`src/rtl/aq_fdsu_expnt_pipe_if.sv`:
```
// aq_fdsu_expnt_pipe_if: issue/retire handshake bundle for the FDSU exponent/flag sideband pipe
//   in_vld/in_expnt/in_flags  : issue request and payload, driven by the issuer (master)
//   in_rdy                    : pipe can accept an issue this cycle
//   out_vld/out_expnt/out_flags : oldest entry presented by the pipe (slave)
//   out_rdy                   : consumer accepts the presented entry
interface aq_fdsu_expnt_pipe_if #(
    parameter int EXPW  = 13,
    parameter int FLAGW = 12
);
    logic             in_vld;
    logic             in_rdy;
    logic [EXPW-1:0]  in_expnt;
    logic [FLAGW-1:0] in_flags;
    logic             out_vld;
    logic             out_rdy;
    logic [EXPW-1:0]  out_expnt;
    logic [FLAGW-1:0] out_flags;
    modport master (
        output in_vld, in_expnt, in_flags, out_rdy,
        input  in_rdy, out_vld, out_expnt, out_flags
    );
    modport slave (
        input  in_vld, in_expnt, in_flags, out_rdy,
        output in_rdy, out_vld, out_expnt, out_flags
    );
endinterface

```
`src/rtl/aq_fdsu_expnt_pipe.sv`:
```
// aq_fdsu_expnt_pipe: elastic multi-stage exponent/flag sideband pipeline for the FDSU divide/sqrt unit
//   forever_cpuclk, cpurst_b : clock, asynchronous active-low reset
//   flush                    : kill every in-flight entry next edge
//   io (slave)               : issue handshake into R[1], retire handshake out of R[STAGES]
//   stg_vld/stg_expnt/stg_flags : per-stage register contents, R[i] in slice i-1
//   upd_vld/upd_expnt        : exponent replacement applied on the R[i]->R[i+1] move
//   flag_set/flag_clr        : flag edits applied on the R[i]->R[i+1] move, set wins
//   busy                     : any stage holds a valid entry
module aq_fdsu_expnt_pipe #(
    parameter int EXPW   = 13,
    parameter int STAGES = 4,
    parameter int FLAGW  = 12
) (
    input  logic                        forever_cpuclk,
    input  logic                        cpurst_b,
    input  logic                        flush,
    aq_fdsu_expnt_pipe_if.slave         io,
    output logic [STAGES*EXPW-1:0]      stg_expnt,
    output logic [STAGES*FLAGW-1:0]     stg_flags,
    output logic [STAGES-1:0]           stg_vld,
    input  logic [STAGES-2:0]           upd_vld,
    input  logic [(STAGES-1)*EXPW-1:0]  upd_expnt,
    input  logic [(STAGES-1)*FLAGW-1:0] flag_set,
    input  logic [(STAGES-1)*FLAGW-1:0] flag_clr,
    output logic                        busy
);
    logic [STAGES-1:0] vld;
    logic [STAGES-1:0] mv;
    logic [STAGES-1:0] vld_nxt;
    logic [EXPW-1:0]   expnt [STAGES];
    logic [FLAGW-1:0]  flags [STAGES];
    logic              issue;
    // Readiness ripples from the consumer back toward the issue port, so a
    // full pipe that pops can accept a new entry in the same cycle.
    always_comb begin
        logic room;
        mv = '0;
        room = io.out_rdy;
        for (int k = STAGES - 1; k >= 0; k--) begin
            mv[k] = vld[k] & room;
            room  = !vld[k] | mv[k];
        end
        io.in_rdy = !flush & room;
        issue = io.in_vld & !flush & room;
    end
    always_comb begin
        vld_nxt = vld & ~mv;
        vld_nxt[0] = vld_nxt[0] | issue;
        for (int k = 1; k < STAGES; k++)
            vld_nxt[k] = vld_nxt[k] | mv[k-1];
    end
    always_ff @(posedge forever_cpuclk or negedge cpurst_b) begin
        if (!cpurst_b) begin
            vld <= '0;
            for (int k = 0; k < STAGES; k++) begin
                expnt[k] <= '0;
                flags[k] <= '0;
            end
        end else begin
            vld <= flush ? '0 : vld_nxt;
            if (issue) begin
                expnt[0] <= io.in_expnt;
                flags[0] <= io.in_flags;
            end
            for (int k = 1; k < STAGES; k++)
                if (mv[k-1]) begin
                    expnt[k] <= upd_vld[k-1] ? upd_expnt[(k-1)*EXPW +: EXPW] : expnt[k-1];
                    flags[k] <= (flags[k-1] & ~flag_clr[(k-1)*FLAGW +: FLAGW]) | flag_set[(k-1)*FLAGW +: FLAGW];
                end
        end
    end
    always_comb begin
        stg_expnt = '0;
        stg_flags = '0;
        for (int k = 0; k < STAGES; k++) begin
            stg_expnt[k*EXPW +: EXPW]   = expnt[k];
            stg_flags[k*FLAGW +: FLAGW] = flags[k];
        end
    end
    assign stg_vld      = vld;
    assign busy         = |vld;
    assign io.out_vld   = vld[STAGES-1];
    assign io.out_expnt = expnt[STAGES-1];
    assign io.out_flags = flags[STAGES-1];
endmodule

```
`src/flat_wrapper.sv`:
```
// flat-port wrapper written by rule: the top's interface ports become plain ports
module aq_fdsu_expnt_pipe_flat 
#(
    parameter int EXPW   = 13,
    parameter int STAGES = 4,
    parameter int FLAGW  = 12
)
  (forever_cpuclk, cpurst_b, flush, stg_expnt, stg_flags, stg_vld, upd_vld, upd_expnt, flag_set, flag_clr, busy, io_in_vld, io_in_expnt, io_in_flags, io_out_rdy, io_in_rdy, io_out_vld, io_out_expnt, io_out_flags);
  aq_fdsu_expnt_pipe_if #(.EXPW(EXPW), .FLAGW(FLAGW)) io_i ();
  input  logic forever_cpuclk;
  input  logic cpurst_b;
  input  logic flush;
  output logic [STAGES*EXPW-1:0] stg_expnt;
  output logic [STAGES*FLAGW-1:0] stg_flags;
  output logic [STAGES-1:0] stg_vld;
  input  logic [STAGES-2:0] upd_vld;
  input  logic [(STAGES-1)*EXPW-1:0] upd_expnt;
  input  logic [(STAGES-1)*FLAGW-1:0] flag_set;
  input  logic [(STAGES-1)*FLAGW-1:0] flag_clr;
  output logic busy;
  input wire logic [$bits(io_i.in_vld)-1:0] io_in_vld;
  input wire logic [$bits(io_i.in_expnt)-1:0] io_in_expnt;
  input wire logic [$bits(io_i.in_flags)-1:0] io_in_flags;
  input wire logic [$bits(io_i.out_rdy)-1:0] io_out_rdy;
  output wire logic [$bits(io_i.in_rdy)-1:0] io_in_rdy;
  output wire logic [$bits(io_i.out_vld)-1:0] io_out_vld;
  output wire logic [$bits(io_i.out_expnt)-1:0] io_out_expnt;
  output wire logic [$bits(io_i.out_flags)-1:0] io_out_flags;
  assign io_i.in_vld = io_in_vld;
  assign io_i.in_expnt = io_in_expnt;
  assign io_i.in_flags = io_in_flags;
  assign io_i.out_rdy = io_out_rdy;
  assign io_in_rdy = io_i.in_rdy;
  assign io_out_vld = io_i.out_vld;
  assign io_out_expnt = io_i.out_expnt;
  assign io_out_flags = io_i.out_flags;
  aq_fdsu_expnt_pipe #(.EXPW(EXPW), .STAGES(STAGES), .FLAGW(FLAGW)) u_core (.forever_cpuclk(forever_cpuclk), .cpurst_b(cpurst_b), .flush(flush), .io(io_i), .stg_expnt(stg_expnt), .stg_flags(stg_flags), .stg_vld(stg_vld), .upd_vld(upd_vld), .upd_expnt(upd_expnt), .flag_set(flag_set), .flag_clr(flag_clr), .busy(busy));
endmodule
```
`config.mk`:
```
export PLATFORM = sky130hd
export DESIGN_NAME = aq_fdsu_expnt_pipe_flat
export DESIGN_NICKNAME = d
export VERILOG_FILES = /design/src/rtl/aq_fdsu_expnt_pipe_if.sv /design/src/rtl/aq_fdsu_expnt_pipe.sv /design/src/flat_wrapper.sv
export SDC_FILE = /design/constraint.sdc
export NUM_CORES = 1
export LEC_CHECK = 0
export BUFFER_PORTS_ARGS = -buffer_cell sky130_fd_sc_hd__buf_2
export CORE_AREA = 2 2 107 109
export DETAILED_ROUTE_END_ITERATION = 8
export DIE_AREA = 0 0 109 111
export GPL_ROUTABILITY_DRIVEN = 0
export PLACE_DENSITY = 0.77
export SYNTH_ARGS = -nofsm -noshare
export SYNTH_HDL_FRONTEND = slang
export SYNTH_SLANG_ARGS = --single-unit
```
`constraint.sdc`:
```
create_clock -name forever_cpuclk -period 4 [get_ports forever_cpuclk]
set_input_delay 0.2 -clock forever_cpuclk [delete_from_list [all_inputs] [get_ports forever_cpuclk]]
set_output_delay 0.2 -clock forever_cpuclk [all_outputs]
set_load 0.01 [all_outputs]
```
* Word level (Yosys, flattened, before mapping)
Cells that the tools add are included.
Word-level totals: logic and storage cells 45, flip-flop bits (word level) 104, output and inout port bits 132, input bits 144
Cells by class: reduce and logical (&&, ||, !) cells 6, mux-type cells 4, bitwise logic cells 26
Operators by type and width (number):
- 2-to-1 mux 13 bit | 3
- AND 12 bit | 3
- NOT 12 bit | 3
- bitwise OR 12 bit | 3
- bitwise OR 1 bit | 8
- AND 1 bit | 7
- logical NOT 1 bit | 5
- AND 4 bit | 1
- 2-to-1 mux 4 bit | 1
- NOT 4 bit | 1
- OR reduction 4 bit | 1

* Depth between registers and ports, before layout
word-level depth 11, depth in mapped cells 6, gate-level depth less buffers 3

* Worst setup path after synthesis
No wires, ideal clock.
path type reg-to-reg, start point register u_core.vld[3], in the netlist u_core.stg_vld[3], end point register u_core.flags, in the netlist u_core.stg_flags[0], required time 3.873 ns, library setup time 0.127 ns, data arrival time 1.451 ns, period minus slack after synthesis 1.579 ns, buffers on the path 2, setup slack 2.421 ns, stages on the path, launching flop included 6, cells stage by stage dfrtp_1 > nand3b_1 > buf_2 > o21ai_4 > buf_6 > mux2_1
Between the ends: longest elaborated chain between the ends 9, elaborated cells between the ends (all ways) 10, those cells by class 9 x bitwise; 1 x reduce/logical
Ends and longest elaborated chain:
- start, declared | line aq_fdsu_expnt_pipe.sv:27 | logic [STAGES-1:0] vld;
- start signal, assigned | line aq_fdsu_expnt_pipe.sv:60 | vld <= flush ? '0 : vld_nxt;
- AND 1 bit / logical NOT 1 bit (equally long branches) | line aq_fdsu_expnt_pipe.sv:40, aq_fdsu_expnt_pipe.sv:41
- bitwise OR 1 bit * | line aq_fdsu_expnt_pipe.sv:41 | room = !vld[k] | mv[k];
- AND 1 bit * | line aq_fdsu_expnt_pipe.sv:40 | mv[k] = vld[k] & room;
- bitwise OR 1 bit * | line aq_fdsu_expnt_pipe.sv:41
- AND 1 bit * | line aq_fdsu_expnt_pipe.sv:40
- bitwise OR 1 bit * | line aq_fdsu_expnt_pipe.sv:41
- AND 1 bit * | line aq_fdsu_expnt_pipe.sv:40
- bitwise OR 1 bit * | line aq_fdsu_expnt_pipe.sv:41
- AND 1 bit * | line aq_fdsu_expnt_pipe.sv:44 | issue = io.in_vld & !flush & room;
- end signal, assigned by index | line aq_fdsu_expnt_pipe.sv:68 | flags[k] <= (flags[k-1] & ~flag_clr[(k-1)*FLAGW +: FLAGW]) | flag_set[(k-1)*FLAGW +: FLAGW];
- end, declared | line aq_fdsu_expnt_pipe.sv:31 | logic [FLAGW-1:0] flags [STAGES];
Mark *: on every way between the ends. The rest lies on a longest branch, timed or not. A chain may end at the register's enable or synchronous reset.

* Worst setup path in the final report
start point register u_core.vld[0], in the netlist u_core.stg_vld[0], end point register u_core.flags, in the netlist u_core.stg_flags[11]
Between the ends: longest elaborated chain between the ends 3, elaborated cells between the ends (all ways) 4, those cells by class 3 x bitwise; 1 x reduce/logical
Ends and longest elaborated chain (line):
- AND 1 bit / logical NOT 1 bit (equally long branches) | aq_fdsu_expnt_pipe.sv:40, aq_fdsu_expnt_pipe.sv:41
- bitwise OR 1 bit * | aq_fdsu_expnt_pipe.sv:41
- AND 1 bit * | aq_fdsu_expnt_pipe.sv:44
Marked as above.

==> metrics.md <==
| Metric | Value |
|---|---|
| Status | finished with violations |
| Failing checks | negative hold slack |
| Clock transition at path regs | 0.07 ns |
| Peak supply drop | 0.2110 mV |
| Placed Cells | ~830 |
| Routed vias | 4,391 |
| CTS Buffer Depth | 2 |
| Hold Path Class | primary input to async pin |
| Post-CTS Setup Bufs | 0 |
| Clock Skews | 0.006828 ns |
| Gr ovfl total | 0 |
| Layout area overhead | 31.58% |
| I/O pin cnt | 276 |
| Cell area power density | around 470 nW/um^2 |
| Final setup violation count | 0 |
| Post-Layout Cell Count | 847 |
| CTS buffer count | 9 |
| Final hold vios | 17 |
| Lkg Pwr | 3.238 nW |
| Cell area after layout | 6340 um^2 |
| Initial antenna violation count | 0 |
| Routed Antenna Nets | 0 |
| Power share of the sequential group | 0.470 |
| Final Net Count | 843 |
| CP Class | register to register |
| Netlist cell types | 21 |
| Initial DRT Pass Iterations | 5 |
| Crit path DAT | 2.69 ns |
| Area leader, netlist | dfrtp_1 |
| Via-per-instance ratio | 5.184 |
| Global-route usage over all layers | 0.2368 |
| Multi-input logic area | 1717 um^2 |
| Pin count of the biggest net entering global routing | 73 |
| MaxCap Viol Count | 0 |
| Total power | 3.004 mW |
| Cells after Synth | 469 |
| Pint | between 2 and 2.5 mW |
| CP Launch Type | register |
| Period utilization | 0.6189 |
| Synthesized cell area | 4818 um^2 |
| CP delay by family, top | flip-flops |
| Core area | approximately 11,000 um^2 |
| Clk pwr share | 0.280 |
| P_sw | 0.9487 mW |
| Die Y | 111 um |
| Top-area cell type share of the netlist area | 0.5401 |
| CTS root buf | clkbuf_16 |
| Critical Path Fanout Max | 30 |
| Slowest cell on crit path | dfrtp_1 |
| Num Clock Sinks | 104 |
| Crit path capture type | register |
| Number of fill cells in the layout | slightly below 1k |
| DP HPWL | roughly 11,000 um |
| CP required | roughly 4.2 ns |
| Cells along the critical path | nand2_1, o21ai_4, mux2_2 |
| Worst-Skew Late Latency | 0.34 ns |
| # DRC | 0 |
| Sequential cell area | 2603 um^2 |
| Initial Utilization | 0.4350 |
| Net Sw Frac | 0.3159 |
| CTS tree | yes |
| Worst Path Buf+Inv | 0 |
| Mean Syn Cell Area | between 10 and 15 um^2 |
| Diode count | 0 |
| Dpl cell area | approximately 6000 um^2 |
| # rows | 39 |
| Full die area | 12,100 um^2 |
| First-pass GRT wire length | about 22,000 um |
| Share of layout cells above drive strength 1 | 0.4276 |
| Comb pwr share | 0.251 |
| CP peak stage delay | ~0.97 ns |
| Routed length per instance | 16.75 um |
| Worst slew pin tran | around 0.96 ns |
| Drt total wl | approximately 14,000 um |
| I/O Buffers | 275 |
| Sequential-to-total area share from yosys stat | 0.5401 |
| H-tree levels | 3 |
| #FFs+latches synth | 104 |
| Setup TNS | 0 ns |
| Die Wd | 109 um |
| Syn Nets | 613 |
| Largest cells by area after synthesis | dfrtp_1, a21oi_1, mux2i_1 |
| Vias in the first global route | 4,374 |
| Final Slew Violations | 0 |
| Rel. slew slack | 0.3600 |
| Hold Buf Count CTS | 0 |
| DRC marker count from the first detailed-route iteration | 280 |
| Worst hold slack | -0.03109 ns |
| RSZ-0062 raised after global routing | no |
| Resized Gates After CTS | 0 |
| Period minus WS final | 2.476 ns |
| Yosys warnings | 0 |
| Max Fclk | 403.9 MHz |
==> power by group through the flow <==
stage               clock network (mW)  registers [mW]  logic, mW
global route                     0.905            1.43      0.840
detailed placement                   0            1.43      0.759
CTS                              0.857            1.41      0.762
global placement                     0            1.41      0.745
floorplan                            0            1.47      0.358
finish                           0.840            1.41      0.753
==> worst register-to-register path: cells and delay by family (launching register included) <==
family	cells	cell delay (ns)
and+or+nand+nor	1	0.24
muxes	1	0.44
DFF	1	0.97
AOI/OAI and AO/OA	1	0.71
==> cell type report <==
cell class / count / area share
Clock buffer: 14 / 0.04322
Tap cell: 143 / 0.02822
Multi-Input combinational cell: 266 / 0.2708
Clock inverter: 2 / 0.001974
Timing Repair Buffer: 279 / 0.2222
Inverter: 39 / 0.02309
Sequential cell: 104 / 0.4105
==> layer usage <==
| metal | wire (um) | share of wire | GRT usage |
|---|---|---|---|
| met5 | 0 | 0 | 0 |
| met4 | 388 | 0.027 | 0.1043 |
| met3 | 845 | 0.060 | 0.03998 |
| met2 | 7083 | 0.50 | 0.3822 |
| met1 | 5870 | 0.41 | 0.3106 |
==> path summary, 6_finish.rpt <==
path / startpoint / end / slack (ns) / cells after the start
worst max-delay path: u_core.stg_vld[0]$_DFF_PN0_ / u_core.stg_flags[11]$_DFFE_PN0P_ / 1.52 / 3
worst min-delay path: cpurst_b / u_core.io.out_expnt[3]$_DFFE_PN0P_ / -0.03 / 1
worst max register to register: u_core.stg_vld[0]$_DFF_PN0_ / u_core.stg_flags[11]$_DFFE_PN0P_ / 1.52 / 3
worst min register to register: u_core.stg_flags[3]$_DFFE_PN0P_ / u_core.stg_flags[3]$_DFFE_PN0P_ / 0.52 / 1
max in group asynchronous: cpurst_b / u_core.stg_flags[0]$_DFFE_PN0P_ / 3.00 / 2
min in group forever_cpuclk: io_in_expnt[6] / u_core.stg_expnt[6]$_DFFE_PN0P_ / 0.07 / 2
==> cells by family (layout without fill, tap and decap cells) <==
kind of cell | after synthesis | after routing | share of synthesized area
and+or+nand+nor | 11 | 11 | 0.01506
AOI/OAI and AO/OA | 191 | 191 | 0.2018
muxes | 64 | 64 | 0.1394
DFF | 104 | 104 | 0.5401
buffers and inverters | 99 | 334 | 0.1036
==> flip-flops by register name, indices dropped and copies added (netlist names) <==
| name | cells |
|---|---|
| u_core.stg_flags | 36 |
| u_core.io.out_flags | 12 |
| u_core.io.out_expnt | 13 |
| u_core.stg_expnt | 39 |
| u_core.stg_vld | 4 |
==> cell usage after synthesis <==
library cell	instances
a21oi_1	189
and2_1	3
buf_1	1
buf_2	12
buf_4	26
buf_6	2
clkbuf_1	19
dfrtp_1	104
inv_1	39
mux2_1	20
mux2_2	5
mux2i_1	39
nand2_1	1
nand2b_1	1
nand3b_1	1
nand4b_2	1
nor2_1	2
nor2b_1	1
o21ai_4	1
o21ba_2	1
or4_1	1
==> layout by cell type (no fill, tap or decap) <==
cell type / count
buf_2: 274
and2_1: 3
buf_4: 5
nand4b_2: 1
a21oi_1: 189
dfrtp_1: 104
mux2_2: 5
clkinvlp_4: 1
nor2_1: 2
mux2i_1: 39
nor2b_1: 1
clkbuf_1: 2
clkbuf_16: 9
nand2_1: 1
nand3b_1: 1
or4_1: 1
o21ba_2: 1
clkbuf_8: 3
clkinv_2: 1
mux2_1: 20
nand2b_1: 1
o21ai_4: 1
inv_1: 39
==> through the flow <==
step | util | setup slack (ns) | hold WS [ns]
after floorplan | - | 2.421 | -0.09559
after global placement | 0.5465 | 1.632 | 0.3730
after detailed placement | 0.5465 | 1.552 | 0.3789
after CTS | 0.5723 | 1.533 | 0.01490
after global routing | 0.5723 | 1.388 | 0.04499
final | 0.5723 | 1.524 | -0.03109
Power figures use the tool's default switching activity.
